--- src/rtl/oc8051_defines.sv ---
// Shared constants for the 8051 interrupt arbiter: SFR addresses, vectors,
// source indices and FSM state encodings.
package oc8051_defines;

    localparam logic [7:0] OC8051_SFR_IE = 8'hA8;
    localparam logic [7:0] OC8051_SFR_IP = 8'hB8;

    localparam logic [7:0] OC8051_VEC_IE0 = 8'h03;
    localparam logic [7:0] OC8051_VEC_TF0 = 8'h0B;
    localparam logic [7:0] OC8051_VEC_IE1 = 8'h13;
    localparam logic [7:0] OC8051_VEC_TF1 = 8'h1B;
    localparam logic [7:0] OC8051_VEC_SER = 8'h23;
    localparam logic [7:0] OC8051_VEC_TF2 = 8'h2B;

    localparam logic [2:0] OC8051_SRC_IE0 = 3'd0;
    localparam logic [2:0] OC8051_SRC_TF0 = 3'd1;
    localparam logic [2:0] OC8051_SRC_IE1 = 3'd2;
    localparam logic [2:0] OC8051_SRC_TF1 = 3'd3;
    localparam logic [2:0] OC8051_SRC_SER = 3'd4;
    localparam logic [2:0] OC8051_SRC_TF2 = 3'd5;

    typedef enum logic [1:0] {
        ARB_IDLE = 2'd0,
        ARB_WAIT = 2'd1,
        ARB_DONE = 2'd2
    } arb_state_t;

    function automatic logic [7:0] oc8051_int_vec(input logic [2:0] idx);
        case (idx)
            OC8051_SRC_IE0: return OC8051_VEC_IE0;
            OC8051_SRC_TF0: return OC8051_VEC_TF0;
            OC8051_SRC_IE1: return OC8051_VEC_IE1;
            OC8051_SRC_TF1: return OC8051_VEC_TF1;
            OC8051_SRC_SER: return OC8051_VEC_SER;
            default:        return OC8051_VEC_TF2;
        endcase
    endfunction

endpackage

--- src/rtl/oc8051_int_prio.sv ---
// Fixed-priority selector over six requests; bit 0 has the highest priority.
module oc8051_int_prio (
    input  logic [5:0] req,
    output logic       valid,
    output logic [2:0] idx
);

    always_comb begin
        valid = |req;
        idx   = 3'd0;
        // Walk downwards so the lowest set bit is the last assignment.
        for (int i = 5; i >= 0; i--) begin
            if (req[i]) idx = 3'(i);
        end
    end

endmodule

--- src/rtl/oc8051_int_arb.sv ---
// 8051 interrupt arbiter: IE/IP masking, two-level nesting and the
// intr/ack/reti handshake with the instruction selector.
module oc8051_int_arb
    import oc8051_defines::*;
(
    input  logic       clk,
    input  logic       rst,
    input  logic       ie0,
    input  logic       tf0,
    input  logic       ie1,
    input  logic       tf1,
    input  logic       ser,
    input  logic       tf2,
    input  logic       it0,
    input  logic       it1,
    input  logic       ack,
    input  logic       reti,
    input  logic       wr,
    input  logic [7:0] wr_addr,
    input  logic [7:0] data_in,
    input  logic [7:0] rd_addr,
    output logic       intr,
    output logic [7:0] int_v,
    output logic [7:0] data_out,
    output logic       clr_ie0,
    output logic       clr_tf0,
    output logic       clr_ie1,
    output logic       clr_tf1,
    output logic [1:0] dbg_state,
    output logic [1:0] dbg_isr
);

    // Handshake: intr is a one-cycle request; ack is only honoured in WAIT,
    // and the DONE cycle gives the peripheral time to drop its flag.
    arb_state_t  state;
    logic [7:0]  ie_r;
    logic [5:0]  ip_r;
    logic        isr_hi, isr_lo;
    logic        isr_hi_n, isr_lo_n;
    logic [2:0]  lat_idx;
    logic        lat_hi;

    logic [5:0]  src, req;
    logic        hi_v, lo_v, sel_v, sel_hi;
    logic [2:0]  hi_idx, lo_idx, sel_idx;
    logic        take_ack;

    assign src = {tf2, ser, tf1, ie1, tf0, ie0};
    assign req = src & ie_r[5:0] & {6{ie_r[7]}};

    oc8051_int_prio u_prio_hi (.req(req & ip_r),  .valid(hi_v), .idx(hi_idx));
    oc8051_int_prio u_prio_lo (.req(req & ~ip_r), .valid(lo_v), .idx(lo_idx));

    always_comb begin
        sel_v   = 1'b0;
        sel_idx = hi_idx;
        sel_hi  = 1'b1;
        if (!isr_hi) begin
            if (hi_v) begin
                sel_v = 1'b1;
            end else if (!isr_lo && lo_v) begin
                sel_v   = 1'b1;
                sel_idx = lo_idx;
                sel_hi  = 1'b0;
            end
        end
    end

    // reti clears first so a same-cycle ack can re-set a level.
    assign take_ack = (state == ARB_WAIT) && ack;

    always_comb begin
        isr_hi_n = isr_hi;
        isr_lo_n = isr_lo;
        if (reti) begin
            if (isr_hi) isr_hi_n = 1'b0;
            else        isr_lo_n = 1'b0;
        end
        if (take_ack) begin
            if (lat_hi) isr_hi_n = 1'b1;
            else        isr_lo_n = 1'b1;
        end
    end

    always_comb begin
        case (rd_addr)
            OC8051_SFR_IE: data_out = ie_r;
            OC8051_SFR_IP: data_out = {2'b00, ip_r};
            default:       data_out = 8'h00;
        endcase
    end

    assign dbg_state = state;
    assign dbg_isr   = {isr_hi, isr_lo};

    always_ff @(posedge clk) begin
        if (rst) begin
            state   <= ARB_IDLE;
            ie_r    <= 8'h00;
            ip_r    <= 6'h00;
            isr_hi  <= 1'b0;
            isr_lo  <= 1'b0;
            lat_idx <= 3'd0;
            lat_hi  <= 1'b0;
            intr    <= 1'b0;
            int_v   <= 8'h00;
            clr_ie0 <= 1'b0;
            clr_tf0 <= 1'b0;
            clr_ie1 <= 1'b0;
            clr_tf1 <= 1'b0;
        end else begin
            if (wr && wr_addr == OC8051_SFR_IE) ie_r <= data_in;
            if (wr && wr_addr == OC8051_SFR_IP) ip_r <= data_in[5:0];
            isr_hi  <= isr_hi_n;
            isr_lo  <= isr_lo_n;
            intr    <= 1'b0;
            clr_ie0 <= 1'b0;
            clr_tf0 <= 1'b0;
            clr_ie1 <= 1'b0;
            clr_tf1 <= 1'b0;
            case (state)
                ARB_IDLE: begin
                    if (sel_v) begin
                        intr    <= 1'b1;
                        int_v   <= oc8051_int_vec(sel_idx);
                        lat_idx <= sel_idx;
                        lat_hi  <= sel_hi;
                        state   <= ARB_WAIT;
                    end
                end
                ARB_WAIT: begin
                    if (ack) begin
                        clr_ie0 <= (lat_idx == OC8051_SRC_IE0) && it0;
                        clr_tf0 <= (lat_idx == OC8051_SRC_TF0);
                        clr_ie1 <= (lat_idx == OC8051_SRC_IE1) && it1;
                        clr_tf1 <= (lat_idx == OC8051_SRC_TF1);
                        state   <= ARB_DONE;
                    end
                end
                ARB_DONE: state <= ARB_IDLE;
                default:  state <= ARB_IDLE;
            endcase
        end
    end

endmodule
--- config.mk ---
export PLATFORM = sky130hd
export DESIGN_NAME = oc8051_int_arb
export DESIGN_NICKNAME = d
export VERILOG_FILES = /design/src/rtl/oc8051_defines.sv /design/src/rtl/oc8051_int_prio.sv /design/src/rtl/oc8051_int_arb.sv
export SDC_FILE = /design/constraint.sdc
export NUM_CORES = 1
export LEC_CHECK = 0
export BUFFER_PORTS_ARGS = -buffer_cell sky130_fd_sc_hd__buf_2
export CAP_MARGIN = 20
export CORE_MARGIN = 1
export CORE_UTILIZATION = 30
export CTS_CLUSTER_DIAMETER = 50
export DETAILED_ROUTE_END_ITERATION = 6
export RECOVER_POWER = 100
export SETUP_SLACK_MARGIN = 0.4
export SLEW_MARGIN = 40
export SYNTH_ARGS = -nofsm -noshare
export SYNTH_HDL_FRONTEND = slang
export SYNTH_SLANG_ARGS = --single-unit
--- constraint.sdc ---
create_clock -name clk -period 2.2 [get_ports clk]
set_clock_uncertainty 0.1 [all_clocks]
set_input_delay 0.11 -clock clk [delete_from_list [all_inputs] [get_ports clk]]
set_output_delay 0.11 -clock clk [all_outputs]
set_load 0.1 [all_outputs]
* Word level (Yosys, flattened, before mapping) *
Index checks and enable logic that the tools add are counted.

word-level totals
  output and inout bits = 25
  latch bits = 0
  RAM bits = 0
  memories kept = 0
  ROM bits = 0
  input bits = 37
  word-level logic and storage cells = 85
  register bits = 35

operators by class
  magnitude comparators = 0
  muxes and demuxes = 34
  div/mod/pow operators = 0
  bitwise logic cells = 8
  reduce and logical (&&, ||, !) cells = 16
  shifts and indexed selects = 0
  eq/ne operators = 14
  multipliers = 0
  add/subtract/negate cells = 0

operators with widths
  kind                                                                   count
  3-bit two-way mux                                                      15
  8-bit equality test, second input constant                             4
  6-bit one-hot mux with 5 select lines                                  1
  6-bit AND                                                              4
  8-bit one-hot mux with 2 select lines                                  1
  1-bit two-way mux                                                      14
  3-bit by 2-bit equality test with 1-bit output, second input constant  4
  6-bit OR reduction                                                     2
  3-bit by 1-bit equality test with 1-bit output, second input constant  2
  1-bit logical AND                                                      6
  3-bit logical NOT                                                      2
  6-bit NOT                                                              1
  2-bit two-way mux                                                      2
  2-bit inequality test, second input constant                           2
  2-bit one-hot mux with 2 select lines                                  1
  2-bit AND reduction                                                    2
  3-bit equality test, second input constant                             1
  1-bit NOT                                                              3
  3-bit OR reduction                                                     1
  2-bit by 1-bit equality test with 1-bit output, second input constant  1
  2-bit logical NOT                                                      1
  2-bit OR reduction                                                     1
  1-bit logical NOT                                                      1

* Logic depth before layout (Yosys ltp) *
Gate-level depths: netlist of the first run.

  depth in word-level cells = 14
  depth in mapped cells = 6

* Cells and area by module *
Synthesis of the first run repeated with hierarchy kept, for this count alone.

unflattened totals
  cell total of the unflattened synthesis = 183
  area, all modules = 1,530.2 um^2

modules (own cells, without submodules)
  module           instances  area each (um^2)  cells each
  oc8051_int_arb   1          1,425.1           163
  oc8051_int_prio  2          52.6              10

* Least setup slack after synthesis of the first run *
OpenSTA, ideal clock, no wires.

  path type = input to output
  from = in rd_addr[2]
  to = out data_out[6]
  arrival time = 2.843 ns
  path slack = -0.853 ns
  required time = 1.990 ns
  buffers on the path = 0
  cell stages on the path = 3
  cell sequence = nor4bb_1 > nand3_1 > nor3b_1

on the way
  word-level cells in the longest chain between the ends = 2
  elaborated cells on any way between the ends = 3
  those cells by class = eq/ne: 2; mux: 1

ends and longest elaborated chain
  what                                       RTL line              RTL
  start: declaration                         oc8051_int_arb.sv:21  input logic [7:0] rd_addr,
  8-bit equality test                        oc8051_int_arb.sv:86  case (rd_addr)
  8-bit one-hot mux with 2 select lines (*)  oc8051_int_arb.sv:86
  end: declaration                           oc8051_int_arb.sv:24  output logic [7:0] data_out,

Every way passes the cells marked *; elsewhere a longest branch is shown, timed or not.

* Final worst setup path of the first run *
  from = reg ie_r[7]
  to = reg lat_idx[2]

on the way
  word-level cells in the longest chain between the ends = 11
  elaborated cells on any way between the ends = 25
  those cells by class = mux: 18; bitwise: 3; reduce/logical: 4

ends and longest elaborated chain
  what                             RTL line                                    RTL
  start: declaration               oc8051_int_arb.sv:36                        logic [7:0] ie_r;
  start signal: assignment         oc8051_int_arb.sv:112                       if (wr && wr_addr == OC8051_SFR_IE) ie_r <= data_in;
  6-bit AND (*)                    oc8051_int_arb.sv:49                        assign req = src & ie_r[5:0] & {6{ie_r[7]}};
  6-bit AND (on tied branches)     oc8051_int_arb.sv:51, oc8051_int_arb.sv:52
  3-bit two-way mux (6 in series)  oc8051_int_prio.sv:13                       if (req[i]) idx = 3'(i);
  3-bit two-way mux                oc8051_int_arb.sv:61                        end else if (!isr_lo && lo_v) begin
  3-bit two-way mux                oc8051_int_arb.sv:59                        if (hi_v) begin
  3-bit two-way mux                oc8051_int_arb.sv:58                        if (!isr_hi) begin
  end signal: assignment           oc8051_int_arb.sv:126                       lat_idx <= sel_idx;
  end: declaration                 oc8051_int_arb.sv:40                        logic [2:0] lat_idx;

Marks and branches as above.
A chain may end at the register's enable or synchronous reset.

==> results.yml, run 1 <==
run_status:
  outcome: "completed"
route:
  via_per_inst: 4.84
  routed-via-count: 1453
  wl_per_cell_microns: 13.3
  drtAntennaViolNets: 0
  drt_iter0_drc: 61
  wl_mm: 3.99
  drt_pass1_iterations: 4
  drc: 0
floorplan:
  die_y_microns: 73.9
  core_sq_mm: 0.00485
  rows: 25
  initial_utilization_pct: 32.0
  die_x_microns: 73.9
  die_area_sq_mm: 0.00546
  num_io_pins: 62
synthesis:
  synth_top_area_share_pct: 38.7
  synth.ff_latch_count: 30
  synth.distinct_cells: 48
  yosysSeqAreaShare_pct: 38.7
  synth_edf_count: 0
  yosysTopAreaCell: "dfxtp_1"
  synth_most_common_cell: "dfxtp_1"
  yosysWarnings: 0
  synth_area_leaders: "dfxtp_1 39%, mux2i_1 13%, nor2_1 6.0%, buf_4 3.4%, and4b_1 2.6%"
  avgSynthCellArea_sq_um: 9.58
  syn_area_sq_mm: 0.00155
  synthArstFlopShare_pct: 0
  synth_commonest_cells: "30 x dfxtp_1, 25 x nor2_1, 20 x mux2i_1, 7 x buf_4, 6 x nand4_1"
  synth_cells: 162
  synthFlopType: "dfxtp_1"
power_and_ir_drop:
  vdd_drop_max_uv: 226
  p_leak_nw: 0.934
  p_per_area_mw_per_mm2: 559
sta:
  finalHoldViolCount: 0
  relSlewSlack_pct: 22.1
  grt_setup_unrepaired: "yes"
  post-route-period-util_pct: 87.6
  min_period_ns: 1.93
  setup_viol: 0
  setup_tns_ns: 0
  maxSlewViolCount: 0
  fmax_ghz: 0.519
  worstMarginPinSlew_ns: 1.17
global_routing:
  grt_pass1_wl_mm: 6.51
  grt_pass1_vias: 1406
  antenna_found_initial: 0
  grt_max_degree: 28
  grtUsageTotal_pct: 16.0
  overflow: 0
final_layout:
  utilization_pct: 43.6
  num_antenna_cells: 0
  syn_to_final_growth_pct: 36.2
  final_nets: 269
  drive_above_1_share_pct: 32.6
  fillCellCount: 509
worst_setup_path:
  worst_setup_path_start_kind: "flip-flop"
  critPathMostFrequentCell: "a211o_1"
  critPathRequiredTime_ns: 2.32
  crit_chain: "buf_6 -> and4b_1 -> nor2_1 -> a211o_1 -> a211o_1 -> a21oi_2"
  critical_path_class: "flip-flop to flip-flop"
  crit_fanout: 8
  cp_slowest_cell: "dfxtp_1"
  worstRegToRegCells: 6
  slowest_delay_ns: 0.44
  arrival_ns: 2.04
  end_kind: "flip-flop"
clock_network:
  clock_latency_ns: 0.28
  root_buffer: "clkbuf_8"
  cts_buffers: 5
  cts.clk_slew.worst_paths_ns: 0.06
  cts.sinks: 30
  cts_max_level: 2
  cts_tree: "done"
  cts_buffer_depth: 2
place:
  port-buffer-count: 58
  place.gp.congestion: 0.815
  hpwlAfterDp_mm: 2.92
min_path:
  min_path_cells: 3
  hold_path.class: "input port to flip-flop"
run:
  maxCapViolations: 0
## worst max-delay path: cells and delay by family, from the launching register on
| kind | cells | cell delay (ns) |
|---|---|---|
| flops | 1 | 0.44 |
| buf+inv | 1 | 0.17 |
| compound gates | 3 | 0.79 |
| simple gates | 2 | 0.36 |
## layout by cell type (no fill, tap or decap), drive strengths merged, types with 2 or more instances in the layout
master       count
dfxtp           30
nand2            4
a2bb2oi          2
a31oi            3
nor3b            2
conb             3
nor2            26
nand4b           4
nor3             6
inv              3
a211oi           3
nand4            6
a211o            2
or3              2
dlygate4sd3     10
o21ai            3
buf             40
mux2i           20
and4b            6
a21bo            2
clkbuf          28
nand3            3
clkinv           2
a21oi            5
## where the power goes
part / total, mW / switching (mW) / leakage, nW / internal, mW
Clock: 0.543 / 0.210 / 0.0579 / 0.333
Sequential: 0.542 / 0.000349 / 0.243 / 0.542
Combinational: 0.0951 / 0.0534 / 0.633 / 0.0417
## metal layers
layer  GRT usage (%)  routed length [microns]  up-vias
met5               0                        0        -
met4            7.05                       68        0
met3            3.98                      132        5
met2            25.7                     1890       30
met1            20.4                     1900      684
li1                -                        -      734
## final cells by class
type | count | area (sq um) | share of cell area [%]
multi-input combinational | 119 | 892 | 42.2
clock buffer | 5 | 68.8 | 3.26
clock inverter | 3 | 40.0 | 1.89
sequential | 30 | 607 | 28.7
timing repair buffer | 73 | 410 | 19.4
inverter | 3 | 11.3 | 0.533
tap | 67 | 83.8 | 3.97
## repair_timing
item                                    CTS  global route
buffers inserted                          1             2
hold endpoints to repair                 16             0
hold buffers                             10             0
pin swaps                                 2             2
gates resized for setup                   3            18
endpoints found under the setup margin    5            12
cloned                                    0             0
## sequential cells by signal, summed over array words and instances, names as in the netlist
| register | flops |
|---|---|
| clr_tf0 | 1 |
| int_v | 3 |
| ie_r | 8 |
| clr_ie0 | 1 |
| ip_r | 6 |
| lat_idx | 3 |
| isr_hi | 1 |
| clr_ie1 | 1 |
| lat_hi | 1 |
| isr_lo | 1 |
| dbg_state | 2 |
| clr_tf1 | 1 |
| intr | 1 |
## cell families (layout without fill, tap and decap cells)
group / Yosys count / in the layout / synth area share (%)
simple gates: 70 / 70 / 28.6
flops: 30 / 30 / 38.7
buf+inv: 15 / 84 / 5.81
compound gates: 26 / 26 / 13.7
mux: 20 / 20 / 12.9
other cells: 1 / 3 / 0.242
## through the flow
step | worst slack [ns] | power (mW) | instance area [sq um] | cells | hold WS (ns)
after floorplan | 0.0464 | 0.601 | 1570 | 164 | 0.154
after global placement | 0.371 | 0.635 | 1880 | 279 | 0.250
after detailed placement | 0.323 | 0.636 | 1880 | 279 | 0.260
after CTS | 0.407 | 1.20 | 2110 | 298 | 0.0401
after global routing | 0.194 | 1.23 | 2110 | 300 | 0.0488
final | 0.273 | 1.18 | 2110 | 300 | 0.0365
## path summary, 6_finish.rpt
check | end | startpoint | slack [ns]
setup / recovery | lat_idx[2] | ie_r[7] | 0.27
hold / removal | dbg_state[0] | ack | 0.04
setup reg to reg | lat_idx[2] | ie_r[7] | 0.27
hold reg to reg | isr_lo | lat_hi | 0.37
No activity file was read; power rests on OpenSTA's default activity.
==> run 2, diff against run 1 <==
Settings changed: CTS_BUF_LIST set to sky130_fd_sc_hd__clkbuf_16.
==> results.yml, run 2 (synthesis results as in run 1) <==
run_status:
  outcome: "complete, but fails checks"
  violations: "hold timing"
route:
  wl_per_cell_microns: 13.2
  via_per_inst: 4.86
  drt-met1-wl_mm: 1.92
  wl_met2_mm: 1.82
  drc: 0
  top_layer: "met4"
  routed-via-count: 1442
  route.met3.wl_microns: 119
  drt_pass1_iterations: 4
  drtAntennaViolNets: 0
  drt_iter0_drc: 49
  wl_mm: 3.94
worst_setup_path:
  crit_chain: "buf_6 -> and4b_1 -> nor2_1 -> a211o_1 -> a211o_1 -> a21oi_1"
  crit_fanout: 8
  arrival_ns: 2.01
  worst_setup_path_start_kind: "flip-flop"
  critPathMostFrequentCell: "a211o_1"
  crit_path_start: "ie_r[7]"
  r2r-start: "ie_r[7]"
  critPathRequiredTime_ns: 2.30
  slowest_delay_ns: 0.45
  end_kind: "flip-flop"
  cp_slowest_cell: "dfxtp_1"
  critical_path_class: "flip-flop to flip-flop"
sta:
  grt_setup_unrepaired: "yes"
  fmax_ghz: 0.524
  finalHoldViolCount: 1
  setup_viol: 0
  maxSlewViolCount: 0
  relSlewSlack_pct: 22.1
  post-route-period-util_pct: 86.7
  min_period_ns: 1.91
  holdWs_ns: -0.00751
  worstMarginPinSlew_ns: 1.17
  setup_tns_ns: 0
clock_network:
  root_buffer: "clkbuf_16"
  cts_max_level: 2
  cts_buffer_depth: 2
  cts.sinks: 30
  cts.clk_slew.worst_paths_ns: 0.05
  cts_tree: "done"
  cts_buffers: 5
  clock_latency_ns: 0.27
power_and_ir_drop:
  p_per_area_mw_per_mm2: 656
  p_leak_nw: 0.945
  vdd_drop_max_uv: 336
floorplan:
  initial_utilization_pct: 32.0
  die_x_microns: 73.9
  die_area_sq_mm: 0.00546
  core_sq_mm: 0.00485
  rows: 25
  num_io_pins: 62
  die_y_microns: 73.9
final_layout:
  largest_reg_flops: 8
  largest_register: "ie_r"
  multi_input_area_sq_um: 886
  layout.cells.most_common: "buf_2"
  drive_above_1_share_pct: 32.6
  syn_to_final_growth_pct: 37.3
  final_nets: 266
  fillCellCount: 505
  num_antenna_cells: 0
  top_regs: "ie_r: 8 flops, ip_r: 6 flops"
  register_area_sq_um: 606
  finalNonFillerCells: 297
  layout_common_cells: "36 x buf_2, 28 x dfxtp_1, 26 x nor2_1, 20 x mux2i_1, 15 x clkbuf_1"
place:
  port-buffer-count: 58
  dp.cells: 279
  hpwlAfterDp_mm: 2.92
  place.gp.congestion: 0.815
global_routing:
  overflow: 0
  grt_max_degree: 28
  grtUsageTotal_pct: 15.8
  grt_pass1_wl_mm: 6.38
  grt_pass1_vias: 1392
  antenna_found_initial: 0
min_path:
  hold_path.class: "input port to flip-flop"
  min_from: "data_in[6]"
run:
  maxCapViolations: 0
run 2: path summary, 6_finish.rpt:
kind	slack, ns	cells after the start	endpoint
setup / recovery	0.29	6	lat_idx[2]
hold / removal	-0.008	3	ie_r[6]
setup reg to reg	0.29	6	lat_idx[2]
hold reg to reg	0.36	1	isr_lo
run 2: timing repair:
item	CTS	global route
endpoints found under the setup margin	5	13
resized for setup	3	9
hold buffers	6	0
hold endpoints to repair	9	0
setup buffers	0	4
pin swaps	1	6
run 2: worst max-delay path: cells and delay by family, from the launching register on:
kind                   cells  cell delay, ns
DFF                        1            0.45
buffers and inverters      1            0.17
and+or+nand+nor            2            0.34
AOI/OAI and AO/OA          3            0.77
run 2: per-stage QoR:
stage / cell area [sq um] / power (mW) / utilization [%] / worst slack, ns
floorplan: 1570 / 0.601 / - / 0.0464
global placement: 1880 / 0.635 / 38.9 / 0.371
detailed placement: 1880 / 0.636 / 38.9 / 0.323
CTS: 2120 / 1.41 / 43.7 / 0.408
global route: 2130 / 1.45 / 43.9 / 0.188
finish: 2130 / 1.40 / 43.9 / 0.292
run 2: layout make-up:
cell class / count / share of cell area (%)
clock buffers: 5 / 5.88
clock inverters: 3 / 1.88
inverters: 3 / 0.529
multi-input cells: 119 / 41.6
flip-flops and latches: 30 / 28.4
well taps: 67 / 3.94
repair buffers: 70 / 17.7
run 2: routing by layer:
layer  global-route usage (%)  vias to the layer above
li1                         -                      730
met1                     19.9                      674
met2                     24.8                       33
met3                     4.12                        5
met4                     7.69                        0
met5                        0                        -
run 2: power by group:
part	internal (mW)	total [mW]	leakage [nW]	switching [mW]
combinational	0.0370	0.0896	0.618	0.0526
clock	0.529	0.765	0.0836	0.236
sequential	0.543	0.543	0.243	0.000351
